### src/rtl/pwm_pkg.sv
// ---------------------------------------------------------------------------
// pwm_pkg
// Shared definitions for the PWM duty sequencer slice:
//   - default parameter values (duty width, table depth, repeat width)
//   - the power-up / reset contents of the duty table
//   - the sequencer FSM state encoding
// ---------------------------------------------------------------------------
package pwm_pkg;

    localparam int R_DEFAULT       = 8;
    localparam int N_STEPS_DEFAULT = 8;
    localparam int REP_W_DEFAULT   = 4;

    // Reset contents of the duty table; any index past the first eight
    // comes up as zero so deeper tables still have a defined start.
    function automatic logic [7:0] default_duty(input int idx);
        logic [7:0] value;
        case (idx)
            0:       value = 8'hBE;
            1:       value = 8'hFF;
            2:       value = 8'h88;
            3:       value = 8'h99;
            4:       value = 8'h66;
            5:       value = 8'h33;
            6:       value = 8'h00;
            7:       value = 8'h99;
            default: value = 8'h00;
        endcase
        return value;
    endfunction

    typedef enum logic [1:0] {
        ST_IDLE  = 2'd0,
        ST_RUN   = 2'd1,
        ST_PAUSE = 2'd2,
        ST_DONE  = 2'd3
    } seq_state_t;

endpackage

### src/rtl/duty_table.sv
// ---------------------------------------------------------------------------
// duty_table
// N_STEPS x R register file holding the duty sequence.
// One synchronous write port, one asynchronous read port. A synchronous
// active-low reset restores the default sequence from pwm_pkg.
// Ports:
//   i_clk      clock
//   i_reset    synchronous reset, active low
//   i_wr_en    write strobe
//   i_wr_addr  write index; indices >= N_STEPS are ignored
//   i_wr_data  value to write
//   i_rd_addr  read index
//   o_rd_data  table contents at i_rd_addr (combinational)
// ---------------------------------------------------------------------------
module duty_table
    import pwm_pkg::*;
#(
    parameter int R       = R_DEFAULT,
    parameter int N_STEPS = N_STEPS_DEFAULT,
    parameter int IDX_W   = (N_STEPS > 1) ? $clog2(N_STEPS) : 1
) (
    input  logic             i_clk,
    input  logic             i_reset,
    input  logic             i_wr_en,
    input  logic [IDX_W-1:0] i_wr_addr,
    input  logic [R-1:0]     i_wr_data,
    input  logic [IDX_W-1:0] i_rd_addr,
    output logic [R-1:0]     o_rd_data
);

    logic [R-1:0] r_mem [N_STEPS];
    logic         w_wr_ok;
    logic         w_rd_ok;

    // Table depth need not be a power of two, so the address space can
    // reach past the last entry; those writes are dropped.
    assign w_wr_ok = i_wr_en && (int'(i_wr_addr) < N_STEPS);
    assign w_rd_ok = (int'(i_rd_addr) < N_STEPS);

    // Storage: reset reloads the defaults; a write lands on the next edge,
    // so a read in the same cycle still sees the old value.
    always_ff @(posedge i_clk) begin
        if (!i_reset) begin
            for (int i = 0; i < N_STEPS; i++) begin
                r_mem[i] <= R'(default_duty(i));
            end
        end else if (w_wr_ok) begin
            r_mem[i_wr_addr] <= i_wr_data;
        end
    end

    assign o_rd_data = w_rd_ok ? r_mem[i_rd_addr] : '0;

endmodule

### src/rtl/pwm_duty_sequencer.sv
// ---------------------------------------------------------------------------
// pwm_duty_sequencer
// Supplies the duty word to the PWM comparator. Steps through a writable
// duty table, one step every (repeat_cfg+1) PWM periods, and only changes
// the duty word on the PWM period boundary.
// Ports:
//   clk         clock
//   reset       synchronous reset, active low
//   period_end  1-cycle pulse when the PWM counter wraps
//   start       1-cycle pulse: (re)start the sequence at step 0
//   stop        1-cycle pulse: abort to idle
//   pause       level: while high in RUN, period_end is ignored
//   loop_en     sampled at start: 1 = wrap forever, 0 = one-shot
//   repeat_cfg  sampled at start: periods per step minus 1
//   wr_en       table write strobe
//   wr_addr     table write index
//   wr_data     table write value
//   duty        registered duty word
//   step_idx    index of the step currently driving duty
//   busy        high in RUN or PAUSE
//   done        1-cycle pulse when a one-shot sequence finishes
// ---------------------------------------------------------------------------
module pwm_duty_sequencer
    import pwm_pkg::*;
#(
    parameter  int R       = R_DEFAULT,
    parameter  int N_STEPS = N_STEPS_DEFAULT,
    parameter  int REP_W   = REP_W_DEFAULT,
    localparam int IDX_W   = (N_STEPS > 1) ? $clog2(N_STEPS) : 1
) (
    input  logic             clk,
    input  logic             reset,
    input  logic             period_end,
    input  logic             start,
    input  logic             stop,
    input  logic             pause,
    input  logic             loop_en,
    input  logic [REP_W-1:0] repeat_cfg,
    input  logic             wr_en,
    input  logic [IDX_W-1:0] wr_addr,
    input  logic [R-1:0]     wr_data,
    output logic [R-1:0]     duty,
    output logic [IDX_W-1:0] step_idx,
    output logic             busy,
    output logic             done
);

    seq_state_t       r_state,    w_state_nxt;
    logic [R-1:0]     r_duty,     w_duty_nxt;
    logic [IDX_W-1:0] r_step,     w_step_nxt;
    logic [REP_W-1:0] r_rep,      w_rep_nxt;
    logic             r_load,     w_load_nxt;
    logic             r_loop,     w_loop_nxt;
    logic [REP_W-1:0] r_rep_lat,  w_rep_lat_nxt;
    logic             r_done,     w_done_nxt;

    logic             w_last;
    logic [IDX_W-1:0] w_step_inc;
    logic [IDX_W-1:0] w_rd_addr;
    logic [R-1:0]     w_rd_data;

    assign w_last     = (r_step == IDX_W'(N_STEPS - 1));
    assign w_step_inc = w_last ? '0 : r_step + IDX_W'(1);

    // A pending first load reads the current step; otherwise the table is
    // looked up at the step we would advance to.
    assign w_rd_addr  = r_load ? r_step : w_step_inc;

    duty_table #(
        .R       (R),
        .N_STEPS (N_STEPS),
        .IDX_W   (IDX_W)
    ) u_table (
        .i_clk     (clk),
        .i_reset   (reset),
        .i_wr_en   (wr_en),
        .i_wr_addr (wr_addr),
        .i_wr_data (wr_data),
        .i_rd_addr (w_rd_addr),
        .o_rd_data (w_rd_data)
    );

    // State and datapath registers.
    always_ff @(posedge clk) begin
        if (!reset) begin
            r_state   <= ST_IDLE;
            r_duty    <= '0;
            r_step    <= '0;
            r_rep     <= '0;
            r_load    <= 1'b0;
            r_loop    <= 1'b0;
            r_rep_lat <= '0;
            r_done    <= 1'b0;
        end else begin
            r_state   <= w_state_nxt;
            r_duty    <= w_duty_nxt;
            r_step    <= w_step_nxt;
            r_rep     <= w_rep_nxt;
            r_load    <= w_load_nxt;
            r_loop    <= w_loop_nxt;
            r_rep_lat <= w_rep_lat_nxt;
            r_done    <= w_done_nxt;
        end
    end

    // Next-state logic. Priority is stop > start > pause > period_end.
    // A restart keeps the current duty on the output until the next
    // period boundary loads step 0, so the comparator never sees a
    // mid-period change.
    always_comb begin
        w_state_nxt   = r_state;
        w_duty_nxt    = r_duty;
        w_step_nxt    = r_step;
        w_rep_nxt     = r_rep;
        w_load_nxt    = r_load;
        w_loop_nxt    = r_loop;
        w_rep_lat_nxt = r_rep_lat;
        w_done_nxt    = 1'b0;

        if (stop) begin
            w_state_nxt = ST_IDLE;
            w_duty_nxt  = '0;
            w_step_nxt  = '0;
            w_rep_nxt   = '0;
            w_load_nxt  = 1'b0;
        end else if (start) begin
            w_state_nxt   = ST_RUN;
            w_step_nxt    = '0;
            w_rep_nxt     = '0;
            w_load_nxt    = 1'b1;
            w_loop_nxt    = loop_en;
            w_rep_lat_nxt = repeat_cfg;
        end else begin
            case (r_state)
                ST_RUN: begin
                    if (pause) begin
                        w_state_nxt = ST_PAUSE;
                    end else if (period_end) begin
                        if (r_load) begin
                            w_duty_nxt = w_rd_data;
                            w_rep_nxt  = '0;
                            w_load_nxt = 1'b0;
                        end else if (r_rep < r_rep_lat) begin
                            w_rep_nxt = r_rep + REP_W'(1);
                        end else begin
                            w_rep_nxt = '0;
                            if (w_last && !r_loop) begin
                                w_state_nxt = ST_DONE;
                                w_duty_nxt  = '0;
                                w_done_nxt  = 1'b1;
                            end else begin
                                w_step_nxt = w_step_inc;
                                w_duty_nxt = w_rd_data;
                            end
                        end
                    end
                end
                ST_PAUSE: begin
                    if (!pause) begin
                        w_state_nxt = ST_RUN;
                    end
                end
                default: begin
                end
            endcase
        end
    end

    assign duty     = r_duty;
    assign step_idx = r_step;
    assign busy     = (r_state == ST_RUN) || (r_state == ST_PAUSE);
    assign done     = r_done;

endmodule
### config.mk
export PLATFORM = sky130hd
export DESIGN_NAME = pwm_duty_sequencer
export DESIGN_NICKNAME = d
export VERILOG_FILES = /design/src/rtl/pwm_pkg.sv /design/src/rtl/duty_table.sv /design/src/rtl/pwm_duty_sequencer.sv
export SDC_FILE = /design/constraint.sdc
export NUM_CORES = 1
export LEC_CHECK = 0
export ABC_AREA = 1
export BUFFER_PORTS_ARGS = -buffer_cell sky130_fd_sc_hd__clkbuf_2
export CAP_MARGIN = 20
export CORE_AREA = 3 3 99 101
export DETAILED_ROUTE_END_ITERATION = 8
export DIE_AREA = 0 0 102 104
export PLACE_DENSITY_LB_ADDON = 0.25
export SLEW_MARGIN = 0
export SYNTH_ARGS = -nofsm -noshare
export SYNTH_HDL_FRONTEND = slang
export SYNTH_SLANG_ARGS = --single-unit
export TNS_END_PERCENT = 50
### constraint.sdc
create_clock -name clk -period 2.3 [get_ports clk]
set_clock_uncertainty 0.2 [all_clocks]
set_input_delay 0.345 -clock clk [delete_from_list [all_inputs] [get_ports clk]]
set_output_delay 0.345 -clock clk [all_outputs]
set_load 0.05 [all_outputs]
# --- After elaboration in Yosys (flattened, before gate mapping) ---
# Memory sizes are Yosys's and may differ from the RTL's.
# Index checks and enable logic that the tools add are counted.
# W data, S select, Z words.
totals:
  reg_bits: 24
  ramBits: 64
  inputBits: 23
  out_inout_bits: 13
  word_cells: 89
  memories: 1
op_classes:
  add_sub_neg: 2
  magnitude_cmp: 1
  eq_ne: 15
  muxes: 34
  bitwise: 9
  n_reduce_logical: 18
mem_list:
  columns: ["memory", "depth", "word_bits", "read_ports", "rd_ports_with_merged_regs", "write_ports", "line_no", "text"]
  rows:
  - ["u_table.r_mem", 8, 8, 1, 0, 8, "duty_table.sv:31", "logic [R-1:0] r_mem [N_STEPS];"]
ops:
  columns: ["cell", "count"]
  rows:
  - ["$mux W8", 11]
  - ["$reduce_and A6 Y1", 3]
  - ["$ne A4 B4 Y1 const B", 4]
  - ["$reduce_or A8 Y1", 2]
  - ["$ne A3 B3 Y1 const B", 5]
  - ["$mux W2", 6]
  - ["$mux W1", 11]
  - ["$mux W3", 3]
  - ["$not A1 Y1", 9]
  - ["$mux W4", 2]
  - ["$ne A2 B2 Y1 const B", 3]
  - ["$reduce_and A3 Y1", 2]
  - ["$reduce_bool A2 Y1", 3]
  - ["$reduce_and A5 Y1", 1]
  - ["$add A4 B1 Y4 const B", 1]
  - ["$lt A4 B4 Y1", 1]
  - ["$pmux W2 S2", 1]
  - ["$add A3 B1 Y3 const B", 1]
  - ["$eq A3 B3 Y1 const B", 1]
  - ["$reduce_bool A3 Y1", 1]
  - ["$reduce_or A3 Y1", 1]
  - ["$eq A2 B1 Y1 const B", 1]
  - ["$eq A2 B2 Y1 const B", 1]
  - ["$reduce_and A2 Y1", 1]
  - ["4 further kinds", 4]

# --- Logic depth before layout (Yosys ltp) ---
# Gate-level depths: netlist of the first run.
logic_depth:
  word_depth: 9
  mapped_depth: 13
  depth_no_buf: 12

# --- Modules after synthesis ---
# Synthesis of the first run repeated with hierarchy kept, for this count alone.
unflattened:
  cells_unflattened: 569
  area_unflattened_um2: 4549.4
modules_own_cells:
  columns: ["module", "n_inst", "cells_each", "area_each_um2", "seq_area_each_um2"]
  rows:
  - ["duty_table", 1, 386, 3298.2, 1921.8]
  - ["pwm_duty_sequencer", 1, 183, 1251.2, 480.5]

# --- Least setup slack after synthesis of the first run ---
# No wires, ideal clock.
synth_path:
  path_type: "register to register"
  startpoint: "reg r_step[0], in the netlist step_idx[0]"
  endpoint: "reg r_state[0]"
  setup_time_ps: 64
  arrival_time_ps: 1938
  t_required_ps: 2036
  path_slack_ps: 98
  path_stages_with_launch: 12
  path_buffers: 0
  cell_sequence: "dfxtp_1 ha_1 ha_1 inv_1 or2_1 nor2_2 nand3_1 nand2_1 nand2_1 nand2_1 nand2_1 nor2_1"
synth_via:
  elab_chain_cells: 4
synth_lines:
  columns: ["element", "line_no", "text"]
  rows:
  - ["from (decl)", "pwm_duty_sequencer.sv:50", "logic [IDX_W-1:0] r_step, w_step_nxt;"]
  - ["from (signal assigned)", "pwm_duty_sequencer.sv:97", "r_step <= w_step_nxt;"]
  - ["$eq A3 B3 Y1", "pwm_duty_sequencer.sv:62", "assign w_last = (r_step == IDX_W'(N_STEPS - 1));"]
  - ["$logic_and A1 B1 Y1", "pwm_duty_sequencer.sv:147", "if (w_last && !r_loop) begin"]
  - ["$ne A4 B4 Y1 (no source line)", null, null]
  - ["$reduce_and A6 Y1 (no source line)", null, null]
  - ["to (signal assigned)", "pwm_duty_sequencer.sv:95", "r_state <= w_state_nxt;"]
  - ["to (decl)", "pwm_duty_sequencer.sv:48", "seq_state_t r_state, w_state_nxt;"]
# No other way between the ends.
# A chain may end at the register's enable or synchronous reset.

# --- Worst setup path in the final report of the first run ---
layout_path:
  startpoint: "reg r_step[1], in the netlist step_idx[1]"
  endpoint: "reg r_duty[2], in the netlist duty[2]"
layout_via:
  elab_chain_cells: 7
layout_lines:
  columns: ["element", "line_no", "text"]
  rows:
  - ["$add A3 B1 Y3 / $eq A3 B3 Y1 (equally long branches)", "pwm_duty_sequencer.sv:63, pwm_duty_sequencer.sv:62", null]
  - ["$mux W3", "pwm_duty_sequencer.sv:63", "assign w_step_inc = w_last ? '0 : r_step + IDX_W'(1);"]
  - ["$mux W3", "pwm_duty_sequencer.sv:67", "assign w_rd_addr = r_load ? r_step : w_step_inc;"]
  - ["$mem_v2 Z8 W8", null, null]
  - ["$mux W8", "pwm_duty_sequencer.sv:147", null]
  - ["$mux W8", "pwm_duty_sequencer.sv:143", "end else if (r_rep < r_rep_lat) begin"]
  - ["$mux W8 (*)", "pwm_duty_sequencer.sv:139", "if (r_load) begin"]
  - ["to (signal assigned)", "pwm_duty_sequencer.sv:96", "r_duty <= w_duty_nxt;"]
  - ["to (decl)", "pwm_duty_sequencer.sv:49", "logic [R-1:0] r_duty, w_duty_nxt;"]
# Mark *: on every way between the ends. The rest lies on a longest branch, timed or not. The select of a mux whose other input is x is not followed.

==> impl_metrics.yaml, run 1 <==
floorplan:
  ioPinCount: 36
  dieWidth_um: 102
  chipHeight_um: 104
  initial_core_util: 0.486
  dieArea_mm2: 0.0106
  core_area_mm2: 0.00911
  rows: 35
timing:
  tns_ns: 0
  hold_violations: 0
  slew_headroom: 0.596
  setup_viol: 0
  fin_crit_sh: 0.905
  min_period_ns: 2.08
  tightest_slew_ns: 0.603
  fmax_ghz: 0.480
  drv_slew: 0
  grt_setup_unrepaired: "no"
worst_setup_path:
  cp_num_buf_inv: 1
  path_class: "reg2reg"
  critPathLaunchType: "register"
  cpPeakStageDelay_ns: 0.35
  critPathMaxFanout: 32
  crit_chain: "ha_1, ha_1, nor2_2, nand2_4, buf_6, nand3_1, nand3_1, nand2_1, nand2_1, nand2_1, nand2_1, a21oi_1"
  cp_top_family: "simple AND/OR/NAND/NOR gates"
  cpMostUsedCell: "nand2_1"
  crit_slowest_cell: "dfxtp_1"
  end_kind: "register"
  cp.required_ns: 2.40
  worstPathArrival_ns: 2.18
min_path:
  hold_class: "in2reg"
clocking:
  root_buffer: "clkbuf_8"
  clk_pin_slew_worst_paths_ns: 0.10
  clock_path_buffers: 2
  worst_skew_pair.late_latency_ns: 0.36
  cts_num_sinks: 88
  h-tree-depth: 3
  cts_tree: "built"
  numCtsBuffers: 9
finish:
  final_common_cell: "nand2_1"
  finalNetCount: 622
  drive_gt1_frac: 0.134
  diodes: 0
  syn_to_final_growth_pct: 12.6
  final_cell_mix: "nand2_1 (150), inv_1 (104), nand3_1 (76)"
yosys:
  synth-seq-area-share: 0.543
  yosys_warnings: 0
  ys_seq_elements: 88
  syn-num-nets: 575
  syn_inst: 544
  syn_area_per_cell_um2: 8.13
  ys_types: 27
  netlist_area_mm2: 0.00442
global_routing:
  overflow: 0
  antenna_found_initial: 0
  groute.usage.overall: 0.197
  grt_pass1_wl_mm: 16.2
  grt_max_degree: 33
  grt_pass1_vias: 3292
routing:
  drt_iter0_drc: 225
  drc: 0
  routed_wl_mm: 10.1
  drtAntennaViolNets: 0
  avgRoutedWirePerCell_um: 14.3
  dr.pass1.iters: 5
  num_vias: 3619
  via_per_inst: 5.12
pwr:
  power_w: 0.00324
  leakagePower_nw: 2.30
  ir_worst_vdd_mv: 0.364
  p_per_area_mw_per_mm2: 651
placed_design:
  dp_hpwl_mm: 7.47
  io_buffers: 35
  gp_congestion: 0.891
flow_run:
  max_cap_viol_count: 0
outcome:
  status: "completed"
report_power, final:
group          switching, W  leakage, nW  internal, W  total (W)
Combinational      0.000201         1.37    0.0000859   0.000287
Clock              0.000619        0.108     0.000529    0.00115
Sequential        0.0000287        0.822      0.00178    0.00181
registers in the layout, indices dropped and copies added (netlist names):
signal / count
u_table.r_mem: 64
r_loop: 1
r_load: 1
r_state: 2
r_rep: 4
step_idx: 3
duty: 8
r_rep_lat: 4
done: 1
path summary, 6_finish.rpt:
kind | startpoint | end | slack [ns] | cells after the start
worst max-delay path | step_idx[1] | duty[2] | 0.22 | 12
worst min-delay path | loop_en | r_loop | 0.01 | 3
worst max register to register | step_idx[1] | duty[2] | 0.22 | 12
worst min register to register | r_rep_lat[3] | r_rep_lat[3] | 0.26 | 2
what timing repair did:
| item | 4_1_cts | 5_1_grt |
|---|---|---|
| endpoints found under the setup margin | 0 | 8 |
| resized for setup | 0 | 3 |
| buffers inserted | 0 | 0 |
| hold endpoints to repair | 1 | 0 |
| hold buffers | 1 | 0 |
worst min-delay path, delay by kind of cell:
family                 cells  cell delay [ns]
buffers and inverters      1             0.08
AND/OR/NAND/NOR            2             0.12
cell type report:
class                           instances  area [µm²]
Fill cell                             868        4130
Inverter                              110         413
Clock buffer                            9         124
Timing Repair Buffer                   48         279
Sequential cell                        88        2400
Tap cell                              111         139
Clock inverter                          7        87.6
Multi-Input combinational cell        334        1540
metal layers:
layer | routed length [µm] | up-vias | global-route usage
li1 | - | 1801 | -
met4 | 122 | 0 | 0.0469
met1 | 4670 | 1695 | 0.291
met5 | 0 | - | 0
met3 | 594 | 11 | 0.0382
met2 | 4730 | 112 | 0.299
synth_stat cells, drive strengths merged:
cell	number	area, µm²
inv	110	413
ha	8	100
or2	1	6.26
buf	11	78.8
clkbuf	1	3.75
nand3	77	390
nand4	3	18.8
a21oi	18	90.1
o21ai	10	65.1
xor2	2	17.5
edfxtp	64	1920
nand2	153	587
dfxtp	24	480
nor2	60	240
nor3	1	5.00
nor4	1	6.26
stage by stage:
| stage | util | worst slack [ns] | area, µm² | hold slack, ns | cells |
|---|---|---|---|---|---|
| after detailed placement | 0.521 | 0.188 | 4750 | 0.254 | 690 |
| after global placement | 0.521 | 0.240 | 4750 | 0.250 | 690 |
| after CTS | 0.545 | 0.172 | 4970 | 0.00136 | 707 |
| after floorplan | - | 0.0977 | 4420 | 0.223 | 544 |
| final | 0.547 | 0.218 | 4980 | 0.0144 | 707 |
| after global routing | 0.547 | 0.0382 | 4980 | 0.0265 | 707 |
logic make-up (layout without fill, tap and decap cells):
kind of cell / count (synthesis) / count (layout) / share of synthesized area
adder cells (fa/ha/maj): 8 / 8 / 0.0226
AND/OR/NAND/NOR: 296 / 296 / 0.283
flip-flops: 88 / 88 / 0.543
buffers and inverters: 122 / 174 / 0.112
AO/OA/AOI/OAI: 28 / 28 / 0.0351
XOR/XNOR: 2 / 2 / 0.00396
Note: power is estimated with default switching activity, not from simulation.
==> run 2, diff against run 1 <==
Settings changed: ABC_AREA 1 to 0, CORE_AREA 3 3 99 101 to 3 3 95 97, DIE_AREA 0 0 102 104 to 0 0 98 100.
==> impl_metrics.yaml, run 2 <==
clocking:
  clk_pin_slew_worst_paths_ns: 0.10
  numCtsBuffers: 9
  cts_tree: "built"
  cts_hold_buf: 0
  cts_num_sinks: 88
  h-tree-depth: 3
  ctsResizeCount: 0
  worst_skew_pair.late_latency_ns: 0.36
  post-cts-setup-buffers: 0
  clock_path_buffers: 2
  root_buffer: "clkbuf_8"
routing:
  via_per_inst: 5.78
  routed_wl_mm: 9.64
  avgRoutedWirePerCell_um: 18.6
  drc: 0
  drtAntennaViolNets: 0
  drt_iter0_drc: 232
  num_vias: 2998
  dr.pass1.iters: 5
finish:
  final_cell_mix: "edfxtp_1 (64), nand2_1 (47), clkbuf_2 (35)"
  drive_gt1_frac: 0.215
  syn_to_final_growth_pct: 14.7
  stdcell_count: 519
  top_register: "u_table.r_mem"
  largest_reg_flops: 64
  fin_util: 0.576
  diodes: 0
  finalNetCount: 440
  final_common_cell: "edfxtp_1"
worst_setup_path:
  path_class: "reg2reg"
  cpMostUsedCell: "ha_1"
  critPathLaunchType: "register"
  cpPeakStageDelay_ns: 0.36
  reg2regPathDepth: 7
  crit_chain: "ha_1, ha_1, inv_1, o32ai_2, buf_4, a32oi_1, a32o_1"
  worstPathArrival_ns: 2.19
  cp_top_family: "compound AO/OA/AOI/OAI gates"
  r2r-end: "duty[3]"
  cp.required_ns: 2.36
  r2r_slack_ns: 0.17
  timing.rr.start: "step_idx[1]"
  end_kind: "register"
  cp_num_buf_inv: 2
  critPathMaxFanout: 8
  crit_slowest_cell: "ha_1"
yosys:
  yosys_warnings: 0
  synth_ff_type: "edfxtp_1"
  synth_edf_count: 64
  ys_seq_elements: 88
  synthArstFlopShare: 0
  synth-seq-area-share: 0.582
  yosys.area.top_type_share: 0.466
  synth_top_area_cell: "edfxtp_1"
  synth.most_common_cell: "edfxtp_1"
  synth_area_leaders: "edfxtp_1 (47%), dfxtp_1 (12%), mux2i_1 (4.4%), nand2_1 (4.3%), a32oi_1 (3.4%)"
  ys_types: 42
  netlist_area_mm2: 0.00413
  syn_area_per_cell_um2: 11.4
  syn-num-nets: 392
  synthTopCellsByCount: "edfxtp_1 (64), nand2_1 (47), dfxtp_1 (24), nor2_1 (23), and2_1 (22)"
  syn_inst: 361
floorplan:
  chipHeight_um: 100
  dieArea_mm2: 0.00980
  rows: 33
  dieWidth_um: 98
  initial_core_util: 0.502
  ioPinCount: 36
  core_area_mm2: 0.00822
placed_design:
  place_ws_ns: 0.183
  gp_congestion: 0.855
  io_buffers: 35
  placed_cells: 503
  dp_hpwl_mm: 6.82
timing:
  min_period_ns: 2.13
  setup_ws_ns: 0.170
  slew_headroom: 0.605
  drv_slew: 0
  hold_violations: 0
  fmax_ghz: 0.469
  timing.hold.ws_ns: 0.0339
  tns_ns: 0
  grt_setup_unrepaired: "no"
  tightest_slew_ns: 0.592
  setup_viol: 0
  fin_crit_sh: 0.926
min_path:
  min_from: "repeat_cfg[1]"
  whs_path_depth: 3
  hold_end: "r_rep_lat[1]"
  hold_class: "in2reg"
pwr:
  ir_worst_vdd_mv: 0.423
  leakagePower_nw: 1.70
  p_per_area_mw_per_mm2: 717
global_routing:
  grt_pass1_vias: 2996
  grt_max_degree: 33
  groute.usage.overall: 0.206
  antenna_found_initial: 0
  grt_pass1_wl_mm: 15.6
  overflow: 0
flow_run:
  max_cap_viol_count: 0
outcome:
  status: "completed"
-- run 2: worst max path at each step --
stage          depth (start not counted)      end         from  slack (ns)
2_1_floorplan                          4  duty[0]  step_idx[2]        0.07
3_3_place_gp                           7  duty[3]  step_idx[1]        0.23
3_5_place_dp                           7  duty[3]  step_idx[1]        0.18
4_1_cts                                7  duty[3]  step_idx[1]        0.17
5_1_grt                                7  duty[3]  step_idx[1]        0.06
6_report                               7  duty[3]  step_idx[1]        0.17
-- run 2: through the flow --
stage	instance area (µm²)	total power [W]
2_1_floorplan	4130	0.00196
3_3_place_gp	4480	0.00206
3_5_place_dp	4480	0.00206
4_1_cts	4740	0.00342
5_1_grt	4740	0.00351
6_report	4740	0.00340
-- run 2: cell type report --
| cell class | instances | area, µm² |
|---|---|---|
| clock buffer | 9 | 124 |
| fill | 697 | 3480 |
| multi-input combinational | 248 | 1600 |
| clock inverter | 7 | 133 |
| inverter | 10 | 37.5 |
| tap | 105 | 131 |
| sequential | 88 | 2400 |
| timing repair buffer | 52 | 303 |
-- run 2: routing by layer --
layer  vias up  routed length, µm  global-route usage
li1       1425                  -                   -
met1      1422               4150               0.263
met2       122               4650               0.343
met3        29                539              0.0354
met4         0                295              0.0980
met5         -                  0                   0
-- run 2: cell families after synthesis --
logic type      share of synthesized area
flops                               0.582
fa+ha+maj                          0.0243
buf+inv                            0.0297
xor+xnor                          0.00637
simple gates                        0.196
compound gates                      0.111
mux                                0.0506
-- run 2: where the power goes --
group	total (W)	internal (W)	switching, W	leakage [nW]
sequential	0.00180	0.00178	0.0000277	0.822
combinational	0.000224	0.0000763	0.000148	0.745
clock	0.00137	0.000749	0.000620	0.130
total	0.00340	0.00260	0.000796	1.70
-- run 2: worst register-to-register path, cell delays in order (launching register included) --
cell and delay, ns:
dfxtp_2 0.35, ha_1 0.19, ha_1 0.36, inv_1 0.07
o32ai_2 0.25, buf_4 0.20, a32oi_1 0.13, a32o_1 0.27
==> run 3, diff against run 2 <==
Settings changed: CORE_AREA 3 3 95 97 to 3 3 113 115, DIE_AREA 0 0 98 100 to 0 0 116 118.
==> impl_metrics.yaml, run 3 (synthesis gave the netlist of run 2 again) <==
finish:
  top_register: "u_table.r_mem"
  syn_to_final_growth_pct: 18.7
  finalNetCount: 446
  drive_gt1_frac: 0.221
  largest_reg_flops: 64
  nFillCells: 1149
  final_common_cell: "edfxtp_1"
  final_cell_mix: "edfxtp_1 (64), nand2_1 (47), clkbuf_2 (35)"
  multiInputGateArea_mm2: 0.00161
  ff_latch_area_mm2: 0.00240
  final_area_mm2: 0.00490
  diodes: 0
timing:
  fmax_ghz: 0.457
  timing.hold.ws_ns: 0.0567
  tns_ns: 0
  tightest_slew_ns: 0.631
  fin_crit_sh: 0.951
  setup_viol: 0
  grt_setup_unrepaired: "no"
  slew_headroom: 0.578
  hold_violations: 0
  drv_slew: 0
  min_period_ns: 2.19
floorplan:
  ioPinCount: 36
  chipHeight_um: 118
  core_area_mm2: 0.0119
  rows: 40
  dieArea_mm2: 0.0137
  initial_core_util: 0.347
  dieWidth_um: 116
routing:
  drt_iter0_drc: 266
  num_vias: 2969
  via_per_inst: 5.24
  avgRoutedWirePerCell_um: 18.3
  drtAntennaViolNets: 0
  dr.pass1.iters: 5
  drc: 0
  routed_wl_mm: 10.4
pwr:
  power_w: 0.00360
  p_per_area_mw_per_mm2: 736
  leakagePower_nw: 1.75
  ir_worst_vdd_mv: 0.329
clocking:
  worst_skew_pair.late_latency_ns: 0.34
  clk_pin_slew_worst_paths_ns: 0.06
  h-tree-depth: 3
  clock_path_buffers: 2
  numCtsBuffers: 9
  root_buffer: "clkbuf_16"
  cts_tree: "built"
  ctsResizeCount: 0
  post-cts-setup-buffers: 0
  cts_num_sinks: 88
placed_design:
  place_area_mm2: 0.00457
  io_buffers: 35
  dp_hpwl_mm: 7.37
  gp_congestion: 0.839
global_routing:
  grt_max_degree: 30
  grt_pass1_wl_mm: 16.2
  overflow: 0
  groute.usage.overall: 0.157
  grt_pass1_vias: 2921
  antenna_found_initial: 0
outcome:
  status: "completed"
min_path:
  hold_class: "in2reg"
worst_setup_path:
  worstPathArrival_ns: 2.22
  path_class: "reg2reg"
  critPathMaxFanout: 8
  critPathLaunchType: "register"
  cp.required_ns: 2.33
  end_kind: "register"
flow_run:
  max_cap_viol_count: 0
==> run 3: what timing repair did <==
item,in CTS,in global routing
endpoints found under the hold margin,0,0
hold buffers,0,0
setup endpoints to repair,0,3
==> run 3: worst max-delay path, stage by stage (launching register included) <==
cell	delay, ns
dfxtp_2	0.36
ha_1	0.19
ha_1	0.37
inv_1	0.08
o32ai_2	0.25
buf_4	0.20
a32oi_1	0.15
a32o_1	0.28
==> run 3: worst paths after layout <==
path                      start            to  slack, ns  depth (start not counted)
setup / recovery    step_idx[1]       duty[4]       0.11                          7
hold / removal    repeat_cfg[3]  r_rep_lat[3]       0.06                          3
setup reg to reg    step_idx[1]       duty[4]       0.11                          7
hold reg to reg         duty[2]       duty[2]       0.27                          1
==> run 3: metrics by stage <==
stage	utilization	cells	setup slack [ns]
after floorplan	-	361	0.0684
after global placement	0.384	550	0.102
after detailed placement	0.384	550	0.0821
after CTS	0.410	566	0.0716
after global routing	0.411	567	0.0144
final	0.411	567	0.112
==> run 3: cell type report <==
| class | count | area share |
|---|---|---|
| Timing Repair Buffer | 57 | 0.0695 |
| Clock inverter | 7 | 0.0192 |
| Clock buffer | 9 | 0.0460 |
| Multi-Input combinational cell | 249 | 0.329 |
| Tap cell | 147 | 0.0375 |
| Sequential cell | 88 | 0.491 |
| Inverter | 10 | 0.00766 |
==> run 3: routing by layer <==
metal | part of all wire | GRT usage | wire length [µm]
met5 | 0 | 0 | 0
met4 | 0.0083 | 0.0602 | 86
met3 | 0.071 | 0.0375 | 735
met2 | 0.47 | 0.236 | 4930
met1 | 0.45 | 0.216 | 4650
==> run 3: power breakdown <==
| group | switching (W) | internal [W] | leakage, nW |
|---|---|---|---|
| combinational | 0.000155 | 0.0000801 | 0.774 |
| clock | 0.000611 | 0.000952 | 0.155 |
| sequential | 0.0000284 | 0.00178 | 0.822 |
| total | 0.000794 | 0.00281 | 1.75 |
